**config.mk**
```make
export PLATFORM = sky130hd
export DESIGN_NAME = cp0_unit
export DESIGN_NICKNAME = d
export VERILOG_FILES = /design/src/rtl/cp0_pkg.sv /design/src/rtl/cp0_timer.sv /design/src/rtl/cp0_unit.sv
export SDC_FILE = /design/constraint.sdc
export NUM_CORES = 1
export LEC_CHECK = 0
export CORE_ASPECT_RATIO = 1.75
export CORE_MARGIN = 3
export CORE_UTILIZATION = 45
export CTS_BUF_LIST = sky130_fd_sc_hd__clkbuf_16
export CTS_CLUSTER_SIZE = 25
export DETAILED_ROUTE_END_ITERATION = 16
export PLACE_DENSITY = 0.72
export SYNTH_ARGS = -nofsm -noshare
export SYNTH_HDL_FRONTEND = slang
export SYNTH_HIERARCHICAL = 1
export SYNTH_SLANG_ARGS = --single-unit
export TNS_END_PERCENT = 5
```
**constraint.sdc**
```tcl
create_clock -name clk -period 4.6 [get_ports clk]
set_input_delay 0.92 -clock clk [delete_from_list [all_inputs] [get_ports clk]]
set_output_delay 0.92 -clock clk [all_outputs]
set_load 0.01 [all_outputs]
```
**src/rtl/cp0_pkg.sv**
```systemverilog
// Coprocessor-0 shared definitions.
// Register numbers, exception codes and bit positions.
package cp0_pkg;

    localparam logic [4:0] REG_COUNT   = 5'd9;
    localparam logic [4:0] REG_COMPARE = 5'd11;
    localparam logic [4:0] REG_STATUS  = 5'd12;
    localparam logic [4:0] REG_CAUSE   = 5'd13;
    localparam logic [4:0] REG_EPC     = 5'd14;
    localparam logic [4:0] REG_PRID    = 5'd15;

    localparam logic [4:0] EXC_INT = 5'd0;
    localparam logic [4:0] EXC_SYS = 5'd8;

    localparam int ST_IE    = 0;
    localparam int ST_EXL   = 1;
    localparam int ST_IM_LO = 8;
    localparam int ST_IM_HI = 15;

    localparam int CA_EXC_LO = 2;
    localparam int CA_EXC_HI = 6;
    localparam int CA_IP_LO  = 10;
    localparam int CA_IP_HI  = 15;
    localparam int CA_TIMER  = 15;

    localparam logic [31:0] DEF_EXC_VECTOR = 32'h0000_0800;
    localparam logic [31:0] DEF_PRID       = 32'h0000_0001;

endpackage

```
**src/rtl/cp0_timer.sv**
```systemverilog
// Count/Compare pair with the sticky timer interrupt flag.
// Count free-runs and wraps; a Compare write clears the flag.
module cp0_timer (
    input  logic        clk,
    input  logic        rst,
    input  logic        wr_count,
    input  logic        wr_compare,
    input  logic [31:0] wr_data,
    output logic [31:0] count,
    output logic [31:0] compare,
    output logic        timer_irq
);

    logic hit;

    // match is only meaningful for a non-zero Compare
    always_comb begin
        hit = (count == compare) && (compare != 32'd0);
    end

    // counter, compare register and flag; clear beats set
    always_ff @(posedge clk or posedge rst) begin
        if (rst) begin
            count     <= 32'd0;
            compare   <= 32'd0;
            timer_irq <= 1'b0;
        end else begin
            if (wr_count) begin
                count <= wr_data;
            end else begin
                count <= count + 32'd1;
            end
            if (wr_compare) begin
                compare   <= wr_data;
                timer_irq <= 1'b0;
            end else if (hit) begin
                timer_irq <= 1'b1;
            end
        end
    end

endmodule

```
**src/rtl/cp0_unit.sv**
```systemverilog
// Coprocessor-0 responder: status/cause/EPC, interrupt and
// syscall entry, ERET, and the PC-redirect request.
module cp0_unit
    import cp0_pkg::*;
#(
    parameter logic [31:0] EXC_VECTOR = DEF_EXC_VECTOR,
    parameter logic [31:0] PRID       = DEF_PRID
) (
    input  logic        clk,
    input  logic        rst,
    input  logic        mtc0,
    input  logic        mfc0,
    input  logic        exce_ret,
    input  logic        sys,
    input  logic [4:0]  rd_addr,
    input  logic [31:0] wr_data,
    input  logic [31:0] pc,
    input  logic [4:0]  hw_int,
    output logic [31:0] rd_data,
    output logic        exc_taken,
    output logic        redirect,
    output logic [31:0] redirect_pc
);

    logic [31:0] count;
    logic [31:0] compare;
    logic        timer_irq;
    logic [7:0]  im;
    logic        exl;
    logic        ie;
    logic [4:0]  ip_hw;
    logic [4:0]  exc_code;
    logic [31:0] epc;
    logic [31:0] status_val;
    logic [31:0] cause_val;
    logic        int_req;
    logic        eret;
    logic        wr_en;
    logic        wr_count;
    logic        wr_compare;
    logic        unused_mfc0;

    // reads are unconditional, so the read strobe carries no work
    assign unused_mfc0 = mfc0;

    // pending interrupt and per-cycle arbitration of the strobes
    always_comb begin
        int_req = ie & ~exl
                & (|({timer_irq, ip_hw} & im[7:2]));
        exc_taken = ~rst & (int_req | sys);
        eret = ~rst & exce_ret & ~exc_taken;
        wr_en = ~rst & mtc0 & ~exc_taken & ~exce_ret;
        wr_count = wr_en && (rd_addr == REG_COUNT);
        wr_compare = wr_en && (rd_addr == REG_COMPARE);
        redirect = exc_taken | eret;
        if (exc_taken) begin
            redirect_pc = EXC_VECTOR;
        end else if (eret) begin
            redirect_pc = epc;
        end else begin
            redirect_pc = 32'd0;
        end
    end

    cp0_timer u_timer (
        .clk        (clk),
        .rst        (rst),
        .wr_count   (wr_count),
        .wr_compare (wr_compare),
        .wr_data    (wr_data),
        .count      (count),
        .compare    (compare),
        .timer_irq  (timer_irq)
    );

    // architectural views of Status and Cause
    always_comb begin
        status_val = 32'd0;
        status_val[ST_IM_HI:ST_IM_LO] = im;
        status_val[ST_EXL] = exl;
        status_val[ST_IE] = ie;
        cause_val = 32'd0;
        cause_val[CA_TIMER] = timer_irq;
        cause_val[CA_IP_HI-1:CA_IP_LO] = ip_hw;
        cause_val[CA_EXC_HI:CA_EXC_LO] = exc_code;
    end

    // read mux shows pre-edge state
    always_comb begin
        case (rd_addr)
            REG_COUNT:   rd_data = count;
            REG_COMPARE: rd_data = compare;
            REG_STATUS:  rd_data = status_val;
            REG_CAUSE:   rd_data = cause_val;
            REG_EPC:     rd_data = epc;
            REG_PRID:    rd_data = PRID;
            default:     rd_data = 32'd0;
        endcase
    end

    // exception entry beats ERET, which beats software writes
    always_ff @(posedge clk or posedge rst) begin
        if (rst) begin
            im       <= 8'd0;
            exl      <= 1'b0;
            ie       <= 1'b0;
            ip_hw    <= 5'd0;
            exc_code <= 5'd0;
            epc      <= 32'd0;
        end else begin
            ip_hw <= hw_int;
            if (exc_taken) begin
                epc      <= pc;
                exl      <= 1'b1;
                exc_code <= int_req ? EXC_INT : EXC_SYS;
            end else if (eret) begin
                exl <= 1'b0;
            end else if (wr_en) begin
                case (rd_addr)
                    REG_STATUS: begin
                        im  <= wr_data[ST_IM_HI:ST_IM_LO];
                        exl <= wr_data[ST_EXL];
                        ie  <= wr_data[ST_IE];
                    end
                    REG_EPC: epc <= wr_data;
                    default: ;
                endcase
            end
        end
    end

endmodule

```
==> results.md, run 1 <==
- Vias: 6638
- HP Class: reg2reg
- Die area: 16400 um2
- TritonCTS buffer count: 17
- Post-CTS Hold Buffers: 0
- Final period utilization: 0.932
- RSZ-0062 raised after global routing: false
- Final setup fails: 0
- First-pass GRT wire length: 38.6 mm
- Number of inserted diodes: 0
- # fillers: 1250
- Status: completed
- Syn_nets: 781
- GR Overflow Total: 0
- FMAX: 233 MHz
- Number of synthesized flops with an enable pin: 0
- Met2 Routed Length: 13.1 mm
- LEAKAGE: 3.71 nW
- # rows: 58
- Total negative slack: 0 ps
- CP Data Arrival Time: 3370 ps
- Post-CTS Setup Inserts: 0
- Max-Cap Viols: 0
- Routed met3 length: 1.54 mm
- Vias per cell: 6.53
- Die width: 98.2 um
- Initial antenna violation count: 0
- WHS: 522 ps
- Largest net degree at the start of global routing: 53
- Reg2reg start: u_timer/timer_irq
- Layout cells sized above 1: 0.126
- WL/cell: 24.8 um
- Worst slew pin tran: 1200 ps
- CTS tree: built
- R2r setup slk: 1770 ps
- Root buf cell: clkbuf_16
- Area growth syn-to-layout: 32.5%
- Setup CP Type: reg2out
- Post-layout net count: 904
- Clock Latency Late Sink: 410 ps
- Port bufs: 144
- 1st-iter DRT viols: 663
- VDD IR-drop max: 0.269 mV
- Core area: 14400 um2
- Initial DRT Pass Iterations: 9
- Post-synthesis cell count: 700
- Kind of end point of the critical path: primary output
- Setup crit end: redirect_pc[11]
- Reg2Reg Capture Point: epc[11]
- Initial Util: 0.463
- Top layer in use: met4
- Yosys reg bits: 113
- Post_cts resized: 0
- Warnings from Yosys: 6
- Fin. Hold Viols: 0
- Max clock buf depth: 2
- WL final: 25.2 mm
- CP startpoint kind: flop
- Ports: 146
- GR Util All Layers: 0.306
- Clock-pin slew on the worst setup and hold paths: 50 ps
- FFs w/ async S/R, synth: 1.00
- Routed Antenna Nets: 0
- Worst R2R Path Depth: 5
- Slew headroom: 0.199
- DR DRC count: 0
- Post-synthesis cell type count: 57
- GP Congestion: 0.947
- Fin. max-slew vios: 0
- Worst EP required: 3680 ps
- Setup crit start: u_timer/timer_irq
- Most used DFF post-synth: dfrtp_1
- Die Span Y: 167 um
- CTS H-tree lvls: 4
- Crit Path Max Fanout: 35
- Pwr/cell area: 362 nW/um2
- Met1 wire length: 8.19 mm
- Netlist Area Pre-Place: 6690 um2
- Skew final: 6.92 ps
- Sequential-to-total area share from yosys stat: 0.423
- # clock sinks: 113
- Synthesized area per cell: 9.56 um2
- Fin crit period: 4290 ps
- Final HPWL DP: 18.6 mm
- Vias in the first global route: 6773
how the worst min path moves through the flow:
stage	from	end	slack, ps	depth (start not counted)
after floorplan	im[0]	im[0]	480	1
after global placement	im[0]	im[0]	490	1
after detailed placement	im[1]	im[1]	500	1
after CTS	im[1]	im[1]	510	1
after global routing	im[1]	im[1]	530	1
final	im[1]	im[1]	520	1
report_power, final:
part	switching, mW	total (mW)	leakage [nW]	internal [mW]
Clock	0.471	1.43	0.308	0.957
Combinational	0.244	0.486	2.06	0.241
Sequential	0.194	1.29	1.34	1.10
Total	0.910	3.21	3.71	2.30
layout by cell type (no fill, tap or decap), types with 23 or more instances in the layout:
| cell type | n |
|---|---|
| a31oi_1 | 34 |
| nor2_1 | 23 |
| inv_1 | 44 |
| and2_1 | 33 |
| mux2_2 | 43 |
| o21ai_0 | 46 |
| dfrtp_1 | 113 |
| nand3_1 | 44 |
| nor3_1 | 23 |
| clkdlybuf4s50_1 | 144 |
| nand2_1 | 38 |
| a222oi_1 | 31 |
| xor2_1 | 38 |
kinds of logic (layout without fill, tap and decap cells):
kind of cell / count (synthesis) / count (layout) / synth area share
mux: 43 / 43 / 0.0724
buf+inv: 100 / 236 / 0.0670
compound gates: 163 / 163 / 0.176
simple gates: 235 / 235 / 0.201
flops: 113 / 113 / 0.423
fa+ha+maj: 1 / 1 / 0.00187
xor+xnor: 45 / 45 / 0.0589
routing by layer:
layer / up-vias / global-route usage
li1: 2883 / -
met1: 3223 / 0.317
met2: 407 / 0.534
met3: 125 / 0.0546
met4: 0 / 0.244
met5: - / 0
state kept, by name, summed over array words and instances (netlist names):
signal and count:
u_timer/timer_irq 1, u_timer/compare 32, epc 32, u_timer/count 32
exl 1, ie 1, exc_code 1, im 8
ip_hw 5
worst max-delay path, cell delays in order, from the launching register on:
cell	delay [ps]
dfrtp_1	420
a22o_1	330
o31a_1	630
o21ai_4	850
o21ai_0	200
clkdlybuf4s50_1	530
cell usage after synthesis, types with 4 or more instances:
cell type,n,share of area
dfrtp_1,113,0.42
nor3_1,23,0.017
a31oi_1,34,0.032
xnor2_1,7,0.0092
nor2_1,23,0.013
nand4_1,9,0.0084
nand2_1,38,0.021
or3_1,4,0.0037
and2_1,33,0.031
o21ai_0,47,0.035
inv_1,45,0.025
buf_4,4,0.0045
and3_1,5,0.0047
nand3_1,44,0.033
mux2_2,43,0.072
clkbuf_1,33,0.019
nor4_1,17,0.016
buf_2,9,0.0067
or4_1,16,0.018
o221ai_1,14,0.018
o31ai_1,14,0.016
xor2_1,38,0.050
a222oi_1,31,0.046
a22oi_1,6,0.0067
final cells by class:
class	instances	area, um2	share of cell area
clock inverters	15	216	0.0244
flip-flops and latches	113	2830	0.319
clock buffers	17	425	0.0480
repair buffers	158	1560	0.176
well taps	180	225	0.0254
inverters	46	173	0.0195
multi-input cells	487	3440	0.388
through the flow:
stage	total power, mW	worst slack (ps)	instance area (um2)	utilization	cells
final	3.21	313	8870	0.614	1016
after global placement	1.76	472	8230	0.570	984
after floorplan	1.51	1100	6690	-	700
after CTS	3.21	341	8870	0.614	1016
after global routing	3.31	110	8870	0.614	1016
after detailed placement	1.78	455	8230	0.570	984
No activity file was read; power rests on OpenSTA's default activity.
==> run 2: changes to the inputs <==
--- a/config.mk
+++ b/config.mk
@@ -12,6 +12,7 @@
 export CTS_CLUSTER_SIZE = 25
 export DETAILED_ROUTE_END_ITERATION = 16
 export PLACE_DENSITY = 0.72
+export SKIP_CTS_REPAIR_TIMING = 1
 export SYNTH_ARGS = -nofsm -noshare
 export SYNTH_HDL_FRONTEND = slang
 export SYNTH_HIERARCHICAL = 1
==> results of run 2 <==
The final DEF is identical to that of run 1; final timing and power are the same.
==> run 3: changes to the inputs <==
--- a/config.mk
+++ b/config.mk
@@ -11,6 +11,7 @@
 export CTS_BUF_LIST = sky130_fd_sc_hd__clkbuf_16
 export CTS_CLUSTER_SIZE = 25
 export DETAILED_ROUTE_END_ITERATION = 16
+export GPL_ROUTABILITY_DRIVEN = 0
 export PLACE_DENSITY = 0.72
 export SKIP_CTS_REPAIR_TIMING = 1
 export SYNTH_ARGS = -nofsm -noshare
==> results.md, run 3 (synthesis gave the netlist of run 1 again) <==
- Die area: 16400 um2 (unchanged)
- Delay of the slowest critical-path stage: 840 ps (was 850 ps)
- Fin. max-slew vios: 0 (unchanged)
- Fin crit period: 4310 ps (was 4290 ps)
- Vias: 6667 (was 6638)
- Reg2Reg Capture Point: epc[11] (unchanged)
- # fillers: 1225 (was 1250)
- WL/cell: 24.8 um (about the same)
- CTS tree: built (unchanged)
- Crit Path Max Fanout: 35 (unchanged)
- Vias in the first global route: 6875 (was 6773)
- Top flop regs: epc (32), u_timer/compare (32), u_timer/count (32) (unchanged)
- Skew final: 9.39 ps (was 6.92 ps)
- Worst slew pin tran: 1230 ps (was 1200 ps)
- CP Cell Sequence: a22o_1 > o31a_1 > o21ai_4 > o21ai_0 > clkdlybuf4s50_1 (unchanged)
- HP Class: reg2reg (unchanged)
- Initial Util: 0.463 (unchanged)
- Commonest non-fill, non-tap cell in the layout: clkdlybuf4s50_1 (unchanged)
- Initial antenna violation count: 0 (unchanged)
- Max clock buf depth: 2 (unchanged)
- Pwr/cell area: 353 nW/um2 (was 362 nW/um2)
- Worst R2R Path Depth: 5 (unchanged)
- Root buf cell: clkbuf_16 (unchanged)
- # rows: 58 (unchanged)
- LEAKAGE: 3.68 nW (was 3.71 nW)
- Ports: 146 (unchanged)
- GR Util All Layers: 0.304 (was 0.306)
- DR DRC count: 0 (unchanged)
- CP startpoint kind: flop (unchanged)
- Final setup fails: 0 (unchanged)
- 1st-iter DRT viols: 782 (was 663)
- Layout cells sized above 1: 0.124 (was 0.126)
- Fin. Hold Viols: 0 (unchanged)
- Placed cell area: 8210 um2 (was 8230 um2)
- Port bufs: 144 (unchanged)
- Status: completed (unchanged)
- Routed Antenna Nets: 0 (unchanged)
- Number of inserted diodes: 0 (unchanged)
- Worst Hold End: im[1] (unchanged)
- CTS H-tree lvls: 4 (unchanged)
- Setup CP Type: reg2out (unchanged)
- Reg2reg start: u_timer/timer_irq (unchanged)
- WHS Path Cells: 1 (unchanged)
- First-pass GRT wire length: 38.4 mm (was 38.6 mm)
- Die Span Y: 167 um (unchanged)
- Clock-pin slew on the worst setup and hold paths: 50 ps (about the same)
- Die width: 98.2 um (unchanged)
- # clock sinks: 113 (unchanged)
- Worst EP required: 3680 ps (about the same)
- Slew headroom: 0.182 (was 0.199)
- Post-layout instance area: 8810 um2 (was 8870 um2)
- Area growth syn-to-layout: 31.6% (was 32.5%)
- R2r setup slk: 1810 ps (was 1770 ps)
- Tot Pwr: 3.11 mW (was 3.21 mW)
- Crit path max-delay family: compound AO/OA/AOI/OAI gates (unchanged)
- Fin util: 0.610 (was 0.614)
- Core area: 14400 um2 (unchanged)
- CP Data Arrival Time: 3390 ps (was 3370 ps)
- Vias per cell: 6.56 (was 6.53)
- Hold path start: im[1] (unchanged)
- Largest net degree at the start of global routing: 53 (unchanged)
- VDD IR-drop max: 0.218 mV (was 0.269 mV)
- RSZ-0062 raised after global routing: false (unchanged)
- Slowest-stage cell, CP: o21ai_4 (unchanged)
- Total negative slack: 0 ps (unchanged)
- Final HPWL DP: 18.2 mm (was 18.6 mm)
- FMAX: 232 MHz (was 233 MHz)
- Clock Latency Late Sink: 410 ps (about the same)
- Initial DRT Pass Iterations: 10 (was 9)
- Post-layout net count: 904 (unchanged)
- Final period utilization: 0.936 (was 0.932)
- Crit path buf inv count: 1 (unchanged)
- WL final: 25.2 mm (about the same)
- TritonCTS buffer count: 17 (unchanged)
- Crit path depth: 5 (unchanged)
- Commonest cells after routing, fill and taps aside: clkdlybuf4s50_1 (144), dfrtp_1 (113), o21ai_0 (46) (unchanged)
- GR Overflow Total: 0 (unchanged)
- Max-Cap Viols: 0 (unchanged)
- Kind of end point of the critical path: primary output (unchanged)
run 3: per-layer routing:
| metal | wire length (um) | up-vias | track usage | part of all wire |
|---|---|---|---|---|
| met5 | 0 | - | 0 | 0 |
| met4 | 2730 | 0 | 0.271 | 0.11 |
| met3 | 1570 | 129 | 0.0563 | 0.062 |
| met2 | 12700 | 412 | 0.512 | 0.51 |
| met1 | 8160 | 3254 | 0.316 | 0.32 |
| li1 | - | 2872 | - | - |
run 3: final cells by class:
type,count,area [um2],area share
inverters,46,173,0.0196
clock inverters,15,169,0.0192
flip-flops and latches,113,2830,0.321
clock buffers,17,425,0.0483
multi-input cells,487,3440,0.391
repair buffers,158,1550,0.176
well taps,180,225,0.0256
run 3: where the power goes:
group	switching (mW)	total [mW]	internal, mW
Sequential	0.198	1.30	1.10
Combinational	0.244	0.485	0.241
Clock	0.480	1.32	0.845
Total	0.921	3.11	2.18
run 3: through the flow:
step           hold WS, ps  setup WS, ps  std cells
2_1_floorplan          478          1100        700
3_3_place_gp           488           415        984
3_5_place_dp           496           394        984
4_1_cts                509           319       1016
5_1_grt                527           159       1016
6_report               511           294       1016
run 3: how the worst max path moves through the flow:
stage / slack, ps / to / from
floorplan: 1100 / redirect_pc[11] / rst
global placement: 420 / rd_data[4] / rd_addr[2]
detailed placement: 390 / rd_data[2] / rd_addr[4]
CTS: 320 / redirect_pc[11] / u_timer/timer_irq
global route: 160 / redirect_pc[11] / u_timer/timer_irq
finish: 290 / redirect_pc[11] / u_timer/timer_irq
